[src/rtl/cfg_pkg.sv]
// Shared definitions for the configuration stream loader: FSM state codes,
// framing defaults, bus widths and the 64-bit record layout.
package cfg_pkg;
    localparam int CFG_ADDR_W = 32;
    localparam int CFG_DATA_W = 32;
    localparam int TILE_ID_W  = 16;
    localparam int REC_BYTES  = 8;

    // Record layout: addr occupies the upper half; tile field is addr[31:16]
    localparam int REC_ADDR_LSB = CFG_DATA_W;
    localparam int TILE_LSB     = CFG_ADDR_W - TILE_ID_W;

    localparam logic [7:0]            SYNC_BYTE_DEF = 8'hA5;
    localparam logic [CFG_ADDR_W-1:0] IDLE_ADDR_DEF = 32'hFFFF_FFFF;

    localparam logic [2:0] ST_HUNT     = 3'd0;
    localparam logic [2:0] ST_COUNT_HI = 3'd1;
    localparam logic [2:0] ST_COUNT_LO = 3'd2;
    localparam logic [2:0] ST_REC      = 3'd3;
    localparam logic [2:0] ST_CHK      = 3'd4;
    localparam logic [2:0] ST_DONE     = 3'd5;
    localparam logic [2:0] ST_ERR      = 3'd6;

    typedef struct packed {
        logic [CFG_ADDR_W-1:0] addr;
        logic [CFG_DATA_W-1:0] data;
    } cfg_rec_t;
endpackage

[src/rtl/cfg_rec_assembler.sv]
// Byte-to-record assembler: big-endian 64-bit shift register, byte index,
// running XOR checksum and the one-cycle issue pulse.
module cfg_rec_assembler
    import cfg_pkg::*;
(
    input  logic       clk,
    input  logic       reset,
    input  logic       clr,
    input  logic       byte_en,
    input  logic [7:0] byte_in,
    output logic       last_byte,
    output logic       issue,
    output cfg_rec_t   rec,
    output logic [7:0] chk
);
    logic [2:0]                 idx;
    logic [8*REC_BYTES-1:0]     sr;

    assign last_byte = byte_en && (idx == 3'(REC_BYTES - 1));
    assign rec       = cfg_rec_t'(sr);

    // The shift register still holds the completed record during the issue
    // cycle; the next record's first byte only lands at the end of it.
    always_ff @(posedge clk or negedge reset) begin
        if (!reset) begin
            idx   <= '0;
            sr    <= '0;
            chk   <= '0;
            issue <= 1'b0;
        end else begin
            issue <= last_byte;
            if (byte_en) begin
                idx <= idx + 3'd1;
                sr  <= {sr[8*REC_BYTES-9:0], byte_in};
                chk <= chk ^ byte_in;
            end else if (clr) begin
                chk <= '0;
            end
        end
    end
endmodule

[src/rtl/cfg_stream_loader.sv]
// Framed byte stream to PE config bus loader with checksum status.
// Optional record counter port enabled by CFG_LOADER_STATS_EN.
module cfg_stream_loader
    import cfg_pkg::*;
#(
    parameter logic [7:0]            SYNC_BYTE = SYNC_BYTE_DEF,
    parameter logic [CFG_ADDR_W-1:0] IDLE_ADDR = IDLE_ADDR_DEF,
    parameter int                    CNT_W     = 16
) (
    input  logic                  clk,
    input  logic                  reset,
    input  logic [7:0]            in_data,
    input  logic                  in_valid,
    output logic                  in_ready,
    input  logic                  clr,
    output logic [CFG_ADDR_W-1:0] config_addr,
    output logic [CFG_DATA_W-1:0] config_data,
    output logic                  busy,
    output logic                  done,
    output logic                  err
`ifdef CFG_LOADER_STATS_EN
    ,
    output logic [CNT_W-1:0]      rec_count
`endif
);
    logic [2:0]       state, state_nxt;
    logic [7:0]       cnt_hi;
    logic [CNT_W-1:0] remaining;
    logic             acc, rec_en, clr_eff, last_byte, issue, sync_hit;
    logic [7:0]       chk;
    cfg_rec_t         rec;

    assign acc      = in_valid && in_ready;
    assign rec_en   = acc && (state == ST_REC);
    assign clr_eff  = clr && ((state == ST_DONE) || (state == ST_ERR));
    assign sync_hit = acc && (state == ST_HUNT) && (in_data == SYNC_BYTE);

    cfg_rec_assembler u_asm (
        .clk       (clk),
        .reset     (reset),
        .clr       (clr_eff),
        .byte_en   (rec_en),
        .byte_in   (in_data),
        .last_byte (last_byte),
        .issue     (issue),
        .rec       (rec),
        .chk       (chk)
    );

    always_comb begin
        state_nxt = state;
        case (state)
            ST_HUNT:     if (sync_hit) state_nxt = ST_COUNT_HI;
            ST_COUNT_HI: if (acc) state_nxt = ST_COUNT_LO;
            ST_COUNT_LO: if (acc) state_nxt = ({cnt_hi, in_data} == 16'h0) ? ST_CHK : ST_REC;
            ST_REC:      if (last_byte && remaining == CNT_W'(1)) state_nxt = ST_CHK;
            ST_CHK:      if (acc) state_nxt = (in_data == chk) ? ST_DONE : ST_ERR;
            ST_DONE,
            ST_ERR:      if (clr) state_nxt = ST_HUNT;
            default:     state_nxt = ST_HUNT;
        endcase
    end

    // in_ready is registered from the next state so it is low during reset
    always_ff @(posedge clk or negedge reset) begin
        if (!reset) begin
            state     <= ST_HUNT;
            in_ready  <= 1'b0;
            cnt_hi    <= '0;
            remaining <= '0;
        end else begin
            state    <= state_nxt;
            in_ready <= (state_nxt != ST_DONE) && (state_nxt != ST_ERR);
            if (acc && state == ST_COUNT_HI) cnt_hi <= in_data;
            if (acc && state == ST_COUNT_LO) remaining <= CNT_W'({cnt_hi, in_data});
            else if (last_byte)              remaining <= remaining - CNT_W'(1);
        end
    end

    assign busy        = (state == ST_COUNT_HI) || (state == ST_COUNT_LO) ||
                         (state == ST_REC) || (state == ST_CHK);
    assign done        = (state == ST_DONE);
    assign err         = (state == ST_ERR);
    assign config_addr = issue ? rec.addr : IDLE_ADDR;
    assign config_data = issue ? rec.data : '0;

`ifdef CFG_LOADER_STATS_EN
    always_ff @(posedge clk or negedge reset) begin
        if (!reset)                      rec_count <= '0;
        else if (clr_eff || sync_hit)    rec_count <= '0;
        else if (issue && !(&rec_count)) rec_count <= rec_count + CNT_W'(1);
    end
`endif
endmodule

[config.mk]
export PLATFORM = sky130hd
export DESIGN_NAME = cfg_stream_loader
export DESIGN_NICKNAME = d
export VERILOG_FILES = /design/src/rtl/cfg_pkg.sv /design/src/rtl/cfg_rec_assembler.sv /design/src/rtl/cfg_stream_loader.sv
export SDC_FILE = /design/constraint.sdc
export NUM_CORES = 1
export LEC_CHECK = 0
export CELL_PAD_IN_SITES_DETAIL_PLACEMENT = 0
export CELL_PAD_IN_SITES_GLOBAL_PLACEMENT = 1
export CORE_UTILIZATION = 42
export CTS_BUF_LIST = sky130_fd_sc_hd__clkbuf_2
export CTS_CLUSTER_DIAMETER = 100
export DETAILED_ROUTE_END_ITERATION = 10
export GPL_TIMING_DRIVEN = 0
export PLACE_DENSITY_LB_ADDON = 0.1
export REMOVE_ABC_BUFFERS = 1
export SYNTH_ARGS = -nofsm -noshare
export SYNTH_HDL_FRONTEND = slang
export SYNTH_SLANG_ARGS = --single-unit
[constraint.sdc]
create_clock -name clk -period 2.6 [get_ports clk]
set_clock_uncertainty 0.15 [all_clocks]
set_input_delay 0.26 -clock clk [delete_from_list [all_inputs] [get_ports clk]]
set_output_delay 0.26 -clock clk [all_outputs]
set_load 0.05 [all_outputs]
# After elaboration in Yosys (flattened, before gate mapping)
# Index checks and enable logic that the tools add are counted.
[classes] addsub=2 n_eq_ne=12 n_mux=15 bitwise=1 n_reduce_logical=19
[ops] op="2-to-1 mux 32 bit" count=2
[ops] op="2-to-1 mux 16 bit" count=2
[ops] op="2-to-1 mux 3 bit" count=7
[ops] op="one-hot mux 3 bit (6 select lines)" count=1
[ops] op="equality test 16 x 1 -> 1 bit (second input constant)" count=1
[ops] op="zero test 16 bit" count=1
[ops] op="2-to-1 mux 8 bit" count=2
[ops] op="subtractor 16 x 1 -> 16 bit (second input constant)" count=1
[ops] op="equality test 3 bit (second input constant)" count=4
[ops] op="logical AND 1 bit" count=10
[ops] op="equality test 8 bit" count=1
[ops] op="equality test 8 bit (second input constant)" count=1
[ops] op="bitwise XOR 8 bit" count=1
[ops] op="equality test 3 x 2 -> 1 bit (second input constant)" count=2
[ops] op="!= test 3 bit (second input constant)" count=2
[ops] op="logical OR 1 bit" count=4
[ops] op="nonzero test 2 bit" count=2
[ops] op="adder 3 x 1 -> 3 bit (second input constant)" count=1
[ops] op="equality test 3 x 1 -> 1 bit (second input constant)" count=1
[ops] op="zero test 3 bit" count=1
[ops] op="2-to-1 mux 2 bit" count=1
[ops] op="OR reduction 2 bit" count=1
[word_totals] register_bits=104 inputBits=12 out_inout_bits=68 wordCells=57

# Longest topological paths before layout
# Gate-level depths: netlist of the first run.
[depth] ltp_word=8 ltp_mapped=9 mapped_depth_nobuf=9

# By module
# From an unflattened synthesis of the first run, not the netlist that was laid out.
[unflattened] hier_cells=427 area_unflattened_um2=5132.4
[modules_own_cells] module="cfg_rec_assembler" n_inst=1 cells_each=180 area_each_um2=2959.1 seq_area_each_um2=1901.8
[modules_own_cells] module="cfg_stream_loader" n_inst=1 cells_each=247 area_each_um2=2173.3 seq_area_each_um2=700.7

# Worst setup path before layout of the first run
# Ideal clock, no wire load.
[synth_timing] path_type="reg2reg" from="reg in_ready" to="reg remaining[13]" arrival_time_ps=2027 slack_ps=297 stages_incl_launch_ff=6 n_path_buf=0 synth_period_minus_slack_ps=2303 path_cell_list="dfrtp_1 -> nand2_1 -> or3_4 -> nor4_1 -> a31oi_1 -> a221o_1"
[synth_via] elab_chain_cells=4 word_cells_on_any_way=6
[synth_rtl] element="start: declaration" line="cfg_stream_loader.sv:14" rtl="output logic in_ready,"
[synth_rtl] element="start signal: assignment" line="cfg_stream_loader.sv:73" rtl="in_ready <= (state_nxt != ST_DONE) && (state_nxt != ST_ERR);"
[synth_rtl] element="logical AND 1 bit (*)" line="cfg_stream_loader.sv:33" rtl="assign acc = in_valid && in_ready;"
[synth_rtl] element="logical AND 1 bit" line="cfg_stream_loader.sv:34" rtl="assign rec_en = acc && (state == ST_REC);"
[synth_rtl] element="logical AND 1 bit" line="cfg_rec_assembler.sv:19" rtl="assign last_byte = byte_en && (idx == 3'(REC_BYTES - 1));"
[synth_rtl] element="nonzero test 2 bit (no line)"
[synth_rtl] element="end signal: assignment" line="cfg_stream_loader.sv:75" rtl="if (acc && state == ST_COUNT_LO) remaining <= CNT_W'({cnt_hi, in_data});"
[synth_rtl] element="end signal: assignment" line="cfg_stream_loader.sv:76" rtl="else if (last_byte) remaining <= remaining - CNT_W'(1);"
[synth_rtl] element="end: declaration" line="cfg_stream_loader.sv:28" rtl="logic [CNT_W-1:0] remaining;"
# Mark *: on every way between the ends. The rest lies on a longest branch, timed or not.
# A chain may end at the register's enable or synchronous reset.

# Final worst setup path of the first run
[layout_timing] from="reg u_asm.issue" to="out config_data[19]"
[layout_via] elab_chain_cells=1
[layout_rtl] element="start: declaration" line="cfg_rec_assembler.sv:12" rtl="output logic issue,"
[layout_rtl] element="start signal: assignment" line="cfg_rec_assembler.sv:31" rtl="issue <= last_byte;"
[layout_rtl] element="2-to-1 mux 32 bit" line="cfg_stream_loader.sv:85" rtl="assign config_data = issue ? rec.data : '0;"
[layout_rtl] element="end: declaration" line="cfg_stream_loader.sv:17" rtl="output logic [CFG_DATA_W-1:0] config_data,"
# No other way between the ends.

==> results.md, run 1 <==
- LEAKAGE: 2.91 nW
- Register area share after synthesis: 52.2%
- Largest family of logic cells by synthesized area: simple AND/OR/NAND/NOR gates
- Initial Util: 43.3%
- Clk pin slew, worst setup/hold paths: 0.28 ns
- Buffer count from post-CTS setup fixing: 0
- Die X: 111 µm
- Worst r2r path cells: 9
- Wirelength per Cell: 14.5 µm
- Hold depth: 3
- IO Count: 80
- Placer Congestion: 0.854
- Floorplan row count: 39
- Setup TNS: 0 ns
- Post-synthesis cell type count: 47
- Critical path class: register to output pin
- NumNets Final: 657
- Yosys top cell by area: dfrtp_1
- TritonCTS Buffers: 9
- Vias post-DR: 4064
- Failing checks: DRC
- Layout cells sized above 1: 10.4%
- Skew-Pair Late Insertion Delay: 0.58 ns
- Global-route usage over all layers: 18.9%
- Most common cell after layout, fill and taps aside: nand2_1
- Slew headroom: 43.7%
- Post-route DRC: 14
- Hold Path Origin: in_data[6]
- Syn Area/Cell: 8.67 µm²
- Peak supply drop: 0.518 mV
- Number of flops mapped to enable cells by yosys: 0
- Buffers on Ports: 79
- Fmax achieved: 407 MHz
- Final min period: 2.46 ns
- PnR Total Power: 0.00571 W
- Synth Area in Adders: 1.00%
- YS warnings: 0
- Tcrit/Tclk final: 94.5%
- CTS max path bufs: 2
- Core area: 11500 µm²
- Origin of the critical flop-to-flop path: u_asm.idx[0]$_DFFE_PN0P_
- Top post-synthesis cells by area: dfrtp_1 (52%), nand2_1 (17%), and2_1 (4.1%)
- Antenna violations before repair: 0
- Largest net degree at the start of global routing: 76
- XOR/XNOR share of the synthesized area: 2.46%
- Vias in the first global route: 3887
- RSZ-0062 raised after global routing: no
- Async SR Flop Fraction: 100%
- CTS sink cnt: 104
- Die area: 12300 µm²
- Hold Path Class: input pin to register
- Seq cells post-synth: 104
- Finish-stage setup viols: 0
- First-pass GRT wire length: 18700 µm
- Area delta synth->final: 20.5%
- Critical path launch point type: register
- Starting DRC count in detailed routing: 290
- CTS root buf: clkbuf_2
- Power per cell area: 951 nW/µm²
- WP data arrival: 2.05 ns
- Height of the die: 111 µm
- # diodes: 0
- Final HPWL DP: 7090 µm
- Crit. End Element: output pin
- Worst setup startpoint: u_asm.issue$_DFF_PN0_
- Worst slew pin tran: 0.844 ns
- Synth Instances: 575
- Fin. max-slew vios: 0
- Simple-gate share of the synthesized area: 32.3%
- Mux cell area share after synthesis: 1.81%
- TritonCTS clock tree: done
- Synth top area share: 52.2%
- Req. time, crit path: 2.19 ns
- Synth Area in Compound Gates: 7.20%
- Commonest non-fill, non-tap cells in the layout: nand2_1 (223), dfrtp_1 (101), dlygate4sd2_1 (40)
- Routed Antenna Nets: 0
- H-tree levels: 3
- Cell area after synthesis: 4990 µm²
- DR pass1 iterations: 8
- Routed wire length: 11400 µm
- Fin util: 52.2%
- Status: complete, but fails checks
- Crit-path max FO: 44
- Max_cap viols: 0
- GRT overflow: 0
- Final hold violation count: 0
- Prevailing post-synth register cell: dfrtp_1
- Drt via density: 5.15
## cells in the mapped netlist, types with 3 or more instances
| library cell | count |
|---|---|
| or3_1 | 4 |
| o21ai_0 | 29 |
| nor4_1 | 10 |
| and2_1 | 33 |
| nand2b_1 | 33 |
| xor2_1 | 11 |
| xnor2_1 | 3 |
| clkbuf_1 | 26 |
| nand2_1 | 223 |
| nand3_1 | 7 |
| a21oi_1 | 6 |
| buf_1 | 3 |
| dfrtp_1 | 104 |
| buf_2 | 4 |
| ha_1 | 4 |
| nor2_1 | 19 |
| nor3_1 | 6 |
| inv_1 | 5 |
| mux2_2 | 8 |
## state kept, by name, summed over array words and instances, names as in the netlist
name and count:
cnt_hi 8, u_asm.idx 3, in_ready 1, u_asm.issue 1, u_asm.chk 8, u_asm.rec 64, state 3, remaining 16
## stage by stage
step	hold slack, ns	setup slack [ns]	area, µm²	cells
after floorplan	-0.186	-0.310	4860	542
after global placement	0.298	-2.94	5830	764
after detailed placement	0.125	-0.146	5920	768
after CTS	0.209	0.000702	6040	787
after global routing	0.238	0.00163	6010	789
final	0.269	0.143	6010	789
## where the power goes
| part | internal (W) | switching [W] | total [W] |
|---|---|---|---|
| Combinational | 0.000772 | 0.00118 | 0.00195 |
| Sequential | 0.00234 | 0.000586 | 0.00292 |
| Clock | 0.000311 | 0.000532 | 0.000843 |
## critical path, stage by stage, from the launching register on
cell             delay (ns)
dfrtp_4                0.61
buf_12                 0.23
and2_1                 0.15
clkdlybuf4s15_1        0.49
## cells by family after synthesis
group	Yosys count
AOI/OAI and AO/OA	57
buffers and inverters	39
DFF	104
xor gates and xnor gates	14
and+or+nand+nor	349
adders and majority gates	4
muxes	8
## metal layers
metal / up-vias / GRT usage, % / part of all wire, % / routed length [µm]
met5: - / 0 / 0 / 0
li1: 1996 / - / - / -
met3: 15 / 3.61 / 4.0 / 454
met1: 1965 / 25.6 / 47 / 5340
met4: 0 / 6.30 / 1.5 / 172
met2: 88 / 30.5 / 48 / 5460
## final cells by class
cell class              count  area, µm²
multi-input cells         434       2290
repair buffers             86        779
fillers                  1129       5510
inverters                   6       22.5
well taps                 143        179
clock inverters             7       85.1
flip-flops and latches    104       2610
clock buffers               9       45.0
## what timing repair did
| item | CTS | global route |
|---|---|---|
| endpoints found under the hold margin | 104 | 0 |
| pin swaps | 0 | 2 |
| hold buffers | 3 | 0 |
| resized for setup | 67 | 46 |
| gates cloned | 0 | 2 |
| endpoints found under the setup margin | 70 | 36 |
## path summary, 6_finish.rpt
kind                                                   to  slack (ns)
worst min register to register  u_asm.rec[42]$_DFFE_PN0P_        0.35
worst max-delay path                      config_data[19]        0.14
max in group asynchronous           cnt_hi[4]$_DFFE_PN0P_        1.28
min in group asynchronous       u_asm.rec[34]$_DFFE_PN0P_        0.45
worst max register to register         in_ready$_DFF_PN0_        0.19
worst min-delay path             u_asm.rec[6]$_DFFE_PN0P_        0.27
Power figures use the tool's default switching activity.
==> run 2: changes to the inputs <==
--- a/config.mk
+++ b/config.mk
@@ -17,3 +17,4 @@
 export SYNTH_ARGS = -nofsm -noshare
 export SYNTH_HDL_FRONTEND = slang
 export SYNTH_SLANG_ARGS = --single-unit
+export TNS_END_PERCENT = 30
==> results.md, run 2 (synthesis results as in run 1) <==
- NumNets Final: 657
- CTS root buf: clkbuf_2
- Vias in the first global route: 3887
- Finish-stage setup viols: 0
- Final HPWL DP: 7090 µm
- Failing checks: DRC
- Wire length on met2: 5450 µm
- Fin util: 52.2%
- Hold depth: 3
- Most common cell after layout, fill and taps aside: nand2_1
- Clk pin slew, worst setup/hold paths: 0.28 ns
- Placer Congestion: 0.854
- Routed length on met3: 458 µm
- Slew headroom: 43.7%
- Worst hold endpoint: u_asm.rec[6]$_DFFE_PN0P_
- Layout cells sized above 1: 10.2%
- TritonCTS Buffers: 9
- Die X: 111 µm
- Max FFs per register: 64
- WP data arrival: 2.07 ns
- CTS max path bufs: 2
- IO Count: 80
- Floorplan row count: 39
- Height of the die: 111 µm
- Final min period: 2.48 ns
- Post-Place Worst Slack: -0.146 ns
- Buf/Inv on CP: 2
- Drt via density: 5.15
- Final hold violation count: 0
- PnR worst setup slack: 0.123 ns
- Vias post-DR: 4061
- H-tree levels: 3
- Die area: 12300 µm²
- PnR Total Power: 0.00571 W
- First-pass GRT wire length: 18700 µm
- Skew-Pair Late Insertion Delay: 0.58 ns
- Peak supply drop: 0.518 mV
- RR Endpoint: in_ready$_DFF_PN0_
- Critical path launch point type: register
- Fin area: 6010 µm²
- # diodes: 0
- Critical path class: register to output pin
- Buffers on Ports: 79
- Max Used Layer: met4
- Hold Path Origin: in_data[6]
- Worst slew pin tran: 0.844 ns
- Req. time, crit path: 2.19 ns
- Core area: 11500 µm²
- GRT overflow: 0
- Highest cell delay on the worst timing path: 0.61 ns
- LEAKAGE: 2.91 nW
- Global-route usage over all layers: 18.9%
- Status: complete, but fails checks
- RSZ-0062 raised after global routing: yes
- Tcrit/Tclk final: 95.3%
- Starting DRC count in detailed routing: 290
- Post-route DRC: 14
- Routed Antenna Nets: 0
- Metal1 wirelength: 5330 µm
- Crit. End Element: output pin
- Fin. max-slew vios: 0
- Flop-to-flop setup slack: 0.19 ns
- Origin of the critical flop-to-flop path: u_asm.idx[0]$_DFFE_PN0P_
- Worst r2r path cells: 9
- Crit-path max FO: 44
- Commonest non-fill, non-tap cells in the layout: nand2_1 (223), dfrtp_1 (101), dlygate4sd2_1 (40)
- Wirelength per Cell: 14.5 µm
- Routed wire length: 11400 µm
- Largest net degree at the start of global routing: 76
- CP delay by family, top: buffers and inverters
- CTS sink cnt: 104
- Hold Path Class: input pin to register
- Placed Instance Area: 5920 µm²
- Antenna violations before repair: 0
- Area delta synth->final: 20.6%
- DR pass1 iterations: 8
- Fmax achieved: 404 MHz
- Buffer count from post-CTS setup fixing: 0
- Slowest CP cell: dfrtp_4
- Power per cell area: 951 nW/µm²
- CP cell instances: buf_12 -> and2_1 -> clkdlybuf4s15_1
- Max_cap viols: 0
- Initial Util: 43.3%
- TritonCTS clock tree: done
run 2: metal layers:
layer | global-route usage, % | vias to the layer above
met5 | 0 | -
met4 | 6.30 | 0
met3 | 3.61 | 15
met2 | 30.5 | 88
met1 | 25.6 | 1962
li1 | - | 1996
run 2: layout make-up:
type,count,area (µm²)
clock buffers,9,45.0
fillers,1128,5510
repair buffers,86,785
clock inverters,7,85.1
flip-flops and latches,104,2610
inverters,6,22.5
well taps,143,179
multi-input cells,434,2290
run 2: per-stage QoR:
step | hold slack, ns | TNS, ns | cells
2_1_floorplan | -0.186 | -14.97 | 542
3_3_place_gp | 0.298 | -448.36 | 764
5_1_grt | 0.238 | -0.0308 | 789
3_5_place_dp | 0.125 | -1.26 | 768
4_1_cts | 0.209 | 0 | 787
6_report | 0.267 | 0 | 789
run 2: worst reg2reg max path: stages (launching register included):
cell and delay, ns:
dfrtp_1 0.43, ha_1 0.15, ha_1 0.15, nand2_1 0.06
or3_4 0.48, inv_2 0.17, nand4b_2 0.16, a211o_1 0.33
and4_4 0.15, o21ai_1 0.13
run 2: timing repair:
item                       CTS  global route
pin swaps                    0             2
hold endpoints to repair   104             0
setup endpoints to repair   70            36
resized for setup           67            45
hold buffers                 3             0
cloned                       0             2
run 2: where the power goes:
group | switching, W | total, W | leakage [nW] | internal, W
sequential | 0.000587 | 0.00292 | 1.31 | 0.00234
clock | 0.000532 | 0.000842 | 0.0788 | 0.000311
combinational | 0.00118 | 0.00195 | 1.52 | 0.000772
total | 0.00229 | 0.00571 | 2.91 | 0.00342
run 2: worst max-delay path by stage:
stage,cells past startpoint,startpoint,end
after floorplan,5,in_ready$_DFF_PN0_,u_asm.chk[0]$_DFFE_PN0P_
after global placement,1,reset,remaining[11]$_DFFE_PN0P_
after detailed placement,7,in_valid,u_asm.chk[7]$_DFFE_PN0P_
after CTS,3,u_asm.issue$_DFF_PN0_,config_data[12]
after global routing,3,u_asm.issue$_DFF_PN0_,config_data[12]
final,3,u_asm.issue$_DFF_PN0_,config_data[12]
==> run 3: changes to the inputs <==
--- a/config.mk
+++ b/config.mk
@@ -12,7 +12,7 @@
 export CTS_CLUSTER_DIAMETER = 100
 export DETAILED_ROUTE_END_ITERATION = 10
 export GPL_TIMING_DRIVEN = 0
-export PLACE_DENSITY_LB_ADDON = 0.1
+export PLACE_DENSITY = 0.89
 export REMOVE_ABC_BUFFERS = 1
 export SYNTH_ARGS = -nofsm -noshare
 export SYNTH_HDL_FRONTEND = slang
==> results.md, run 3 (synthesis results as in run 1) <==
- Area delta synth->final: 20.6%
- Fin area: 6010 µm²
- Die X: 111 µm
- Drt via density: 5.16
- Failing checks: DRC
- Status: complete, but fails checks
- Global-route usage over all layers: 17.6%
- First-pass GRT wire length: 17500 µm
- Die area: 12300 µm²
- Worst slew pin tran: 0.863 ns
- Routed wire length: 10600 µm
- Power per cell area: 930 nW/µm²
- Antenna violations before repair: 0
- RR Endpoint: remaining[11]$_DFFE_PN0P_
- CTS root buf: clkbuf_2
- Layout cells sized above 1: 7.45%
- Crit-path max FO: 13
- CTS sink cnt: 104
- Vias in the first global route: 3681
- Core area: 11500 µm²
- Tcrit/Tclk final: 97.0%
- Floorplan row count: 39
- Routed Antenna Nets: 0
- Post-route DRC: 23
- Fin cells: 787
- NumNets Final: 655
- Skew-Pair Late Insertion Delay: 0.58 ns
- CTS max path bufs: 2
- Worst r2r path cells: 8
- Vias post-DR: 4062
- Fmax achieved: 396 MHz
- Critical path launch point type: register
- # diodes: 0
- Max FFs per register: 64
- Hold depth: 3
- Peak supply drop: 0.380 mV
- H-tree levels: 3
- Finish-stage setup viols: 0
- Clk pin slew, worst setup/hold paths: 0.25 ns
- Initial Util: 43.3%
- Placer Congestion: 0.876
- LEAKAGE: 2.88 nW
- TritonCTS clock tree: done
- Height of the die: 111 µm
- DR pass1 iterations: 8
- WP data arrival: 2.11 ns
- Post-Place Worst Slack: -0.231 ns
- Multi-input gate area: 2260 µm²
- Req. time, crit path: 2.19 ns
- Buffers on Ports: 79
- PnR worst setup slack: 0.0777 ns
- Slew headroom: 42.5%
- PnR Total Power: 0.00559 W
- Wirelength per Cell: 13.5 µm
- IO Count: 80
- Post-Place Cells: 768
- Flop-to-flop setup slack: 0.15 ns
- Buffer count from post-CTS setup fixing: 0
- Origin of the critical flop-to-flop path: u_asm.idx[1]$_DFFE_PN0P_
- Worst Setup EP: config_data[6]
- TritonCTS Buffers: 9
- Final hold violation count: 0
- Largest net degree at the start of global routing: 76
- Fin. max-slew vios: 0
- Starting DRC count in detailed routing: 280
- Crit. End Element: output pin
- Smallest hold slack: 0.298 ns
- RSZ-0062 raised after global routing: no
- GRT overflow: 0
- Worst setup startpoint: u_asm.issue$_DFF_PN0_
- Fillers: 1116
- Final min period: 2.52 ns
- Commonest non-fill, non-tap cells in the layout: nand2_1 (223), dfrtp_1 (102), dlygate4sd2_1 (47)
- Critical path class: register to output pin
- Reg area: 2610 µm²
- Final HPWL DP: 7010 µm
- Most common cell after layout, fill and taps aside: nand2_1
- Max_cap viols: 0
- Placed Instance Area: 5920 µm²
- Hold Path Class: input pin to register
[run 3: cell types whose count changed in the layout (fill, tap and decap cells not counted), sizes merged]
cell,before,now
nand3,8,7
bufinv,2,1
clkdlybuf4s50,11,23
clkdlybuf4s15,2,5
and3,3,2
inv,7,8
clkbuf,27,12
dlygate4sd2,40,47
dlymetal6s2s,7,0
[run 3: how the worst min path moves through the flow]
stage,from,end
after detailed placement,reset,u_asm.rec[54]$_DFFE_PN0P_
after floorplan,reset,cnt_hi[0]$_DFFE_PN0P_
after global placement,u_asm.rec[59]$_DFFE_PN0P_,u_asm.rec[59]$_DFFE_PN0P_
final,in_data[4],remaining[4]$_DFFE_PN0P_
after CTS,in_data[4],remaining[4]$_DFFE_PN0P_
after global routing,in_data[1],u_asm.chk[1]$_DFFE_PN0P_
[run 3: critical path: stages (launching register included)]
cell and delay [ns]:
dfrtp_2 0.57, and2_1 0.18, clkdlybuf4s50_1 0.80
[run 3: metal layers]
layer | up-vias | global-route usage, % | routed length [µm]
met3 | 20 | 2.84 | 613
met2 | 128 | 27.4 | 4800
met1 | 1914 | 24.5 | 5000
met4 | 0 | 7.49 | 212
li1 | 2000 | - | -
met5 | - | 0 | 0
[run 3: per-stage QoR]
stage | utilization, % | setup TNS, ns
floorplan | - | -14.97
global placement | 50.6 | -408.69
detailed placement | 51.4 | -0.375
CTS | 52.2 | 0
global route | 52.2 | 0
finish | 52.2 | 0
[run 3: power breakdown]
| part | leakage [nW] | switching (W) | internal (W) |
|---|---|---|---|
| Sequential | 1.32 | 0.000569 | 0.00233 |
| Combinational | 1.50 | 0.00116 | 0.000766 |
| Clock | 0.0717 | 0.000544 | 0.000224 |
| Total | 2.88 | 0.00227 | 0.00332 |
[run 3: layout make-up]
| class | count | area share (%) |
|---|---|---|
| Tap cell | 143 | 2.98 |
| Clock buffer | 9 | 0.749 |
| Clock inverter | 7 | 1.14 |
| Inverter | 6 | 0.416 |
| Multi-Input combinational cell | 432 | 37.5 |
| Sequential cell | 104 | 43.3 |
| Timing Repair Buffer | 86 | 13.9 |
[run 3: timing repair]
action                                  in CTS  in global routing
cloned                                       0                  0
pin swaps                                    0                  1
endpoints found under the setup margin      56                 10
hold endpoints to repair                   104                  0
hold buffers                                 3                  0
gates resized for setup                     57                 12
